File: src/rtl/seq_det_pkg.sv
// Shared defaults for the serial pattern detector: pattern width, default sync word, counter sizing.
package seq_det_pkg;

  localparam int PAT_W_DEF = 4;

  typedef logic [PAT_W_DEF-1:0] pattern_t;

  localparam pattern_t PATTERN_DEF = 4'b1010;

  // Fill counter must be able to hold the value PAT_W itself.
  function automatic int cnt_width(input int pat_w);
    return $clog2(pat_w + 1);
  endfunction

  localparam int CNT_W_DEF = cnt_width(PAT_W_DEF);

endpackage

File: src/rtl/seq_det_history.sv
// Sample history shift register with a saturating fill counter; clr discards all state.
module seq_det_history
  import seq_det_pkg::*;
#(
  parameter int PAT_W = PAT_W_DEF,
  parameter int CNT_W = cnt_width(PAT_W)
) (
  input  logic             clk,
  input  logic             rst,
  input  logic             din,
  input  logic             clr,
  output logic [PAT_W-1:0] window,
  output logic             full
);

  logic [PAT_W-2:0] hist;
  logic [CNT_W-1:0] fill;

  assign window = {hist, din};
  // The current sample completes the window once PAT_W-1 earlier samples are held.
  assign full   = (fill >= CNT_W'(PAT_W - 1));

  always_ff @(posedge clk or posedge rst) begin
    if (rst) begin
      hist <= '0;
      fill <= '0;
    end else if (clr) begin
      hist <= '0;
      fill <= '0;
    end else begin
      hist <= window[PAT_W-2:0];
      if (fill != CNT_W'(PAT_W))
        fill <= fill + CNT_W'(1);
    end
  end

endmodule

File: config.mk
export PLATFORM = sky130hd
export DESIGN_NAME = seq_det_history
export DESIGN_NICKNAME = d
export VERILOG_FILES = /design/src/rtl/seq_det_pkg.sv /design/src/rtl/seq_det_history.sv
export SDC_FILE = /design/constraint.sdc
export NUM_CORES = 1
export LEC_CHECK = 0
export ABC_AREA = 1
export ABC_CLOCK_PERIOD_IN_PS = 1700
export CAP_MARGIN = 20
export CORE_AREA = 2 2 39 41
export CTS_CLUSTER_SIZE = 24
export DETAILED_ROUTE_END_ITERATION = 12
export DIE_AREA = 0 0 41 43
export GPL_TIMING_DRIVEN = 1
export PLACE_DENSITY = 0.44
export REMOVE_ABC_BUFFERS = 1
export SLEW_MARGIN = 20
export SYNTH_ARGS = -nofsm -noshare
export SYNTH_HDL_FRONTEND = slang
export SYNTH_SLANG_ARGS = --single-unit
export TNS_END_PERCENT = 20
File: constraint.sdc
create_clock -name clk -period 1.7 [get_ports clk]
set_clock_uncertainty 0.2 [all_clocks]
set_input_delay 0.255 -clock clk [delete_from_list [all_inputs] [get_ports clk]]
set_output_delay 0.255 -clock clk [all_outputs]
set_load 0.05 [all_outputs]
==> implementation parameters, run 1 <==
Parameter                              Value

Outcome
  Run status    finished with violations
  Violated checks    setup timing

Setup path
  Reg2Reg Depth    6
  Worst Path Required    1.24 ns
  Class of the most critical setup path    flop to output pin
  Biggest fanout along the worst timing path    3
  Crit start category    flop
  Worst Path Arrival    1.28 ns
  Kind of capture point of the worst setup path    output pin

Placed design
  Final HPWL from detailed placement    488 um
  # port buffers    8
  GP Congestion    0.682
  Post-Place Worst Slack    0.120 ns
  Total placed instance area    408 um2

Cells and area
  Count of nets after finishing    51
  Share of layout cells above drive strength 1    33.3%
  Count of inserted antenna diode cells    0
  Area growth, synth to finish    53.9%
  Fin area    447 um2

Power
  Fraction of power consumed by the clock network    19.3%
  Power per cell area    1440 nW/um2
  Sw Ratio    40.2%
  Maximum resistive drop on vdd    498 uV
  Part of the total power dissipated in combinational logic    48.1%
  Sequential share of power    32.5%
  Net switching power    0.259 mW
  PnR Total Power    0.644 mW
  Leakage power summed over all cells    0.221 nW
  Internal cell power    0.385 mW

Timing
  Transition time at the pin with the least slew margin    0.224 ns
  Headroom to the max-slew limit    85.0%
  Setup WS post-layout    -0.0315 ns
  # setup viols final    1
  Unrepaired setup endpoints after global routing    yes
  Final worst path period share    102%
  Fmax achieved    0.578 GHz
  Final slew viol count    0
  Final hold violation count    0
  Shortest clock period the worst path allows after layout    1.73 ns

Synthesis
  Number of distinct library cells after synthesis    12
  Multiplexer fraction of the synthesized cell area    0%
  Library cell with the highest instance count after synthesis    sky130_fd_sc_hd__inv_1
  Synthesis Warnings    0
  Most used standard cells in the synthesized netlist    7 x sky130_fd_sc_hd__inv_1, 6 x sky130_fd_sc_hd__dfrtp_1, 4 x sky130_fd_sc_hd__nor2_1
  Largest area contributor in the netlist    sky130_fd_sc_hd__dfrtp_1
  Synthesized area per cell    9.36 um2
  Post-Synthesis Cells    31
  Parity-gate share of the synthesized area counting xor and xnor cells    0%
  Synth async-reset ratio    100%
  Synth Cell Area    290 um2
  Total of flip-flops plus latches after synthesis    6
  Adder and majority cell fraction of the synthesized area    12.9%
  Complex-gate fraction of the synthesized area    4.74%
  Count of flip-flops with a built-in enable after synthesis    0
  Post-synth top area share    51.7%
  Seq/Total Area, Yosys    51.7%
  Cell types occupying the most area after synthesis    sky130_fd_sc_hd__dfrtp_1 52%, sky130_fd_sc_hd__ha_1 13%, sky130_fd_sc_hd__inv_1 9.1%
  Post-synthesis simple-gate area fraction    17.7%
  Predominant post-synthesis flop cell    sky130_fd_sc_hd__dfrtp_1
  Main combinational cell family by area after synthesis    simple AND/OR/NAND/NOR gates

Floorplan
  Y dimension of the die    43 um
  Die area    1760 um2
  Total core area    1380 um2
  Horizontal extent of the die    41 um
  Cell Rows    14
  Top-level port count    9
  Initial standard-cell utilization of the core    21.0%

Route
  Wirelength, routed    546 um
  Post-DRT Antenna Nets    0
  Wire length per cell    9.41 um
  Number of remaining DRC errors    0
  Pre-Repair DR Iteration Count    4
  Mean number of vias per cell    4.05
  Initial DRC count    3
  Overall via count from detail_route    235

Global route
  Overflow left after global routing    0
  Antenna violations before repair    0
  First-pass GRT wire length    1.01 mm
  Pin count of the biggest net entering global routing    7
  Vias in the first global route    249
  Combined global-route utilization of all metal layers    8.80%

Clock network
  Register clock-pin slew on the reported worst setup and hold paths    0.04 ns
  CTS Buf Count    3
  CTS tree    yes
  Total number of H-tree levels    1
  Root cell of the clock tree    sky130_fd_sc_hd__clkbuf_4
  Insertion delay to the later sink of the worst-skew pair    0.24 ns
  Clock Tree Buf Depth    2
  CTS sink count    6

Min path
  Path class of the lowest-slack min-delay path    input pin to async pin

Flow run
  Maxcap violations    0
cells in the final DEF (no fill, tap or decap), types with 3 or more instances in the layout:
cell type / count
sky130_fd_sc_hd__dfrtp_1: 6
sky130_fd_sc_hd__buf_12: 3
sky130_fd_sc_hd__nor2_1: 4
sky130_fd_sc_hd__clkdlybuf4s50_1: 3
sky130_fd_sc_hd__clkbuf_4: 3
sky130_fd_sc_hd__inv_1: 7
timing repair:
item | in CTS | in global routing
hold buffers | 0 | 0
setup buffers | 1 | 0
pin swaps | 1 | 0
resized for setup | 4 | 0
setup endpoints to repair | 1 | 1
routing by layer:
metal	track usage (%)	up-vias	part of all wire, %	routed length [um]
li1	-	118	-	-
met1	9.21	108	39	211
met2	13.1	9	54	293
met3	4.19	0	7.5	41
met4	6.00	0	0	0
met5	0	-	0	0
critical path: stages (launching register included):
cell and delay, ns:
sky130_fd_sc_hd__dfrtp_1 0.39, sky130_fd_sc_hd__ha_2 0.18, sky130_fd_sc_hd__ha_2 0.16, sky130_fd_sc_hd__nor2_1 0.07, sky130_fd_sc_hd__o21ai_1 0.08, sky130_fd_sc_hd__buf_6 0.16
per-stage QoR:
step                      TNS (ns)  util, %  instances  hold WS [ns]
after global routing       -0.0886     32.3         58        0.0435
after global placement           0     29.5         54         0.281
after detailed placement         0     29.5         54         0.290
final                      -0.0315     32.3         58        0.0271
after floorplan             -0.268        -         30        -0.154
after CTS                  -0.0429     32.3         58        0.0320
sequential cells by signal, indices dropped and copies added (netlist names):
| register | cells |
|---|---|
| fill | 3 |
| hist | 3 |
cells by family after synthesis:
family,after synthesis
simple gates,11
flops,6
fa+ha+maj,3
buf+inv,9
compound gates,2
power groups by stage:
stage | Sequential (mW) | Clock (mW) | Combinational, mW
2_1_floorplan | 0.215 | 0 | 0.182
3_3_place_gp | 0.211 | 0 | 0.269
3_5_place_dp | 0.213 | 0 | 0.272
4_1_cts | 0.209 | 0.131 | 0.313
5_1_grt | 0.216 | 0.142 | 0.336
6_report | 0.209 | 0.124 | 0.310
path summary, 6_finish.rpt:
kind	from	slack, ns	to
worst max-delay path	fill[0]	-0.03	full
worst min-delay path	rst	0.03	hist[1]
worst max register to register	fill[1]	0.38	fill[0]
worst min register to register	hist[0]	0.34	hist[1]
max in group asynchronous	rst	1.08	fill[1]
min in group clk	hist[0]	0.34	hist[1]
layout make-up:
type | instances | area, um2
fill | 147 | 937
sequential | 6 | 150
timing repair buffer | 9 | 116
multi-input combinational | 16 | 108
inverter | 8 | 30.0
clock buffer | 3 | 22.5
tap | 16 | 20.0
Power figures use the tool's default switching activity.
==> run 2: changes to the inputs <==
Settings changed: MAX_ROUTING_LAYER from default to met4.
==> results of run 2 <==
Final layout, timing and power as in run 1 (identical DEF).
Main changes from that run: final weighted congestion in routability-driven placement 0.682 -> 0.689; overall routing resource usage 8.80% -> 9.02%
==> run 3: changes to the inputs <==
Settings changed: SLEW_MARGIN 20 to default.
==> results of run 3 <==
Final layout, timing and power as in run 1 (identical DEF).
Main changes from that run: final weighted congestion in routability-driven placement 0.682 -> 0.689; overall routing resource usage 8.80% -> 9.02%
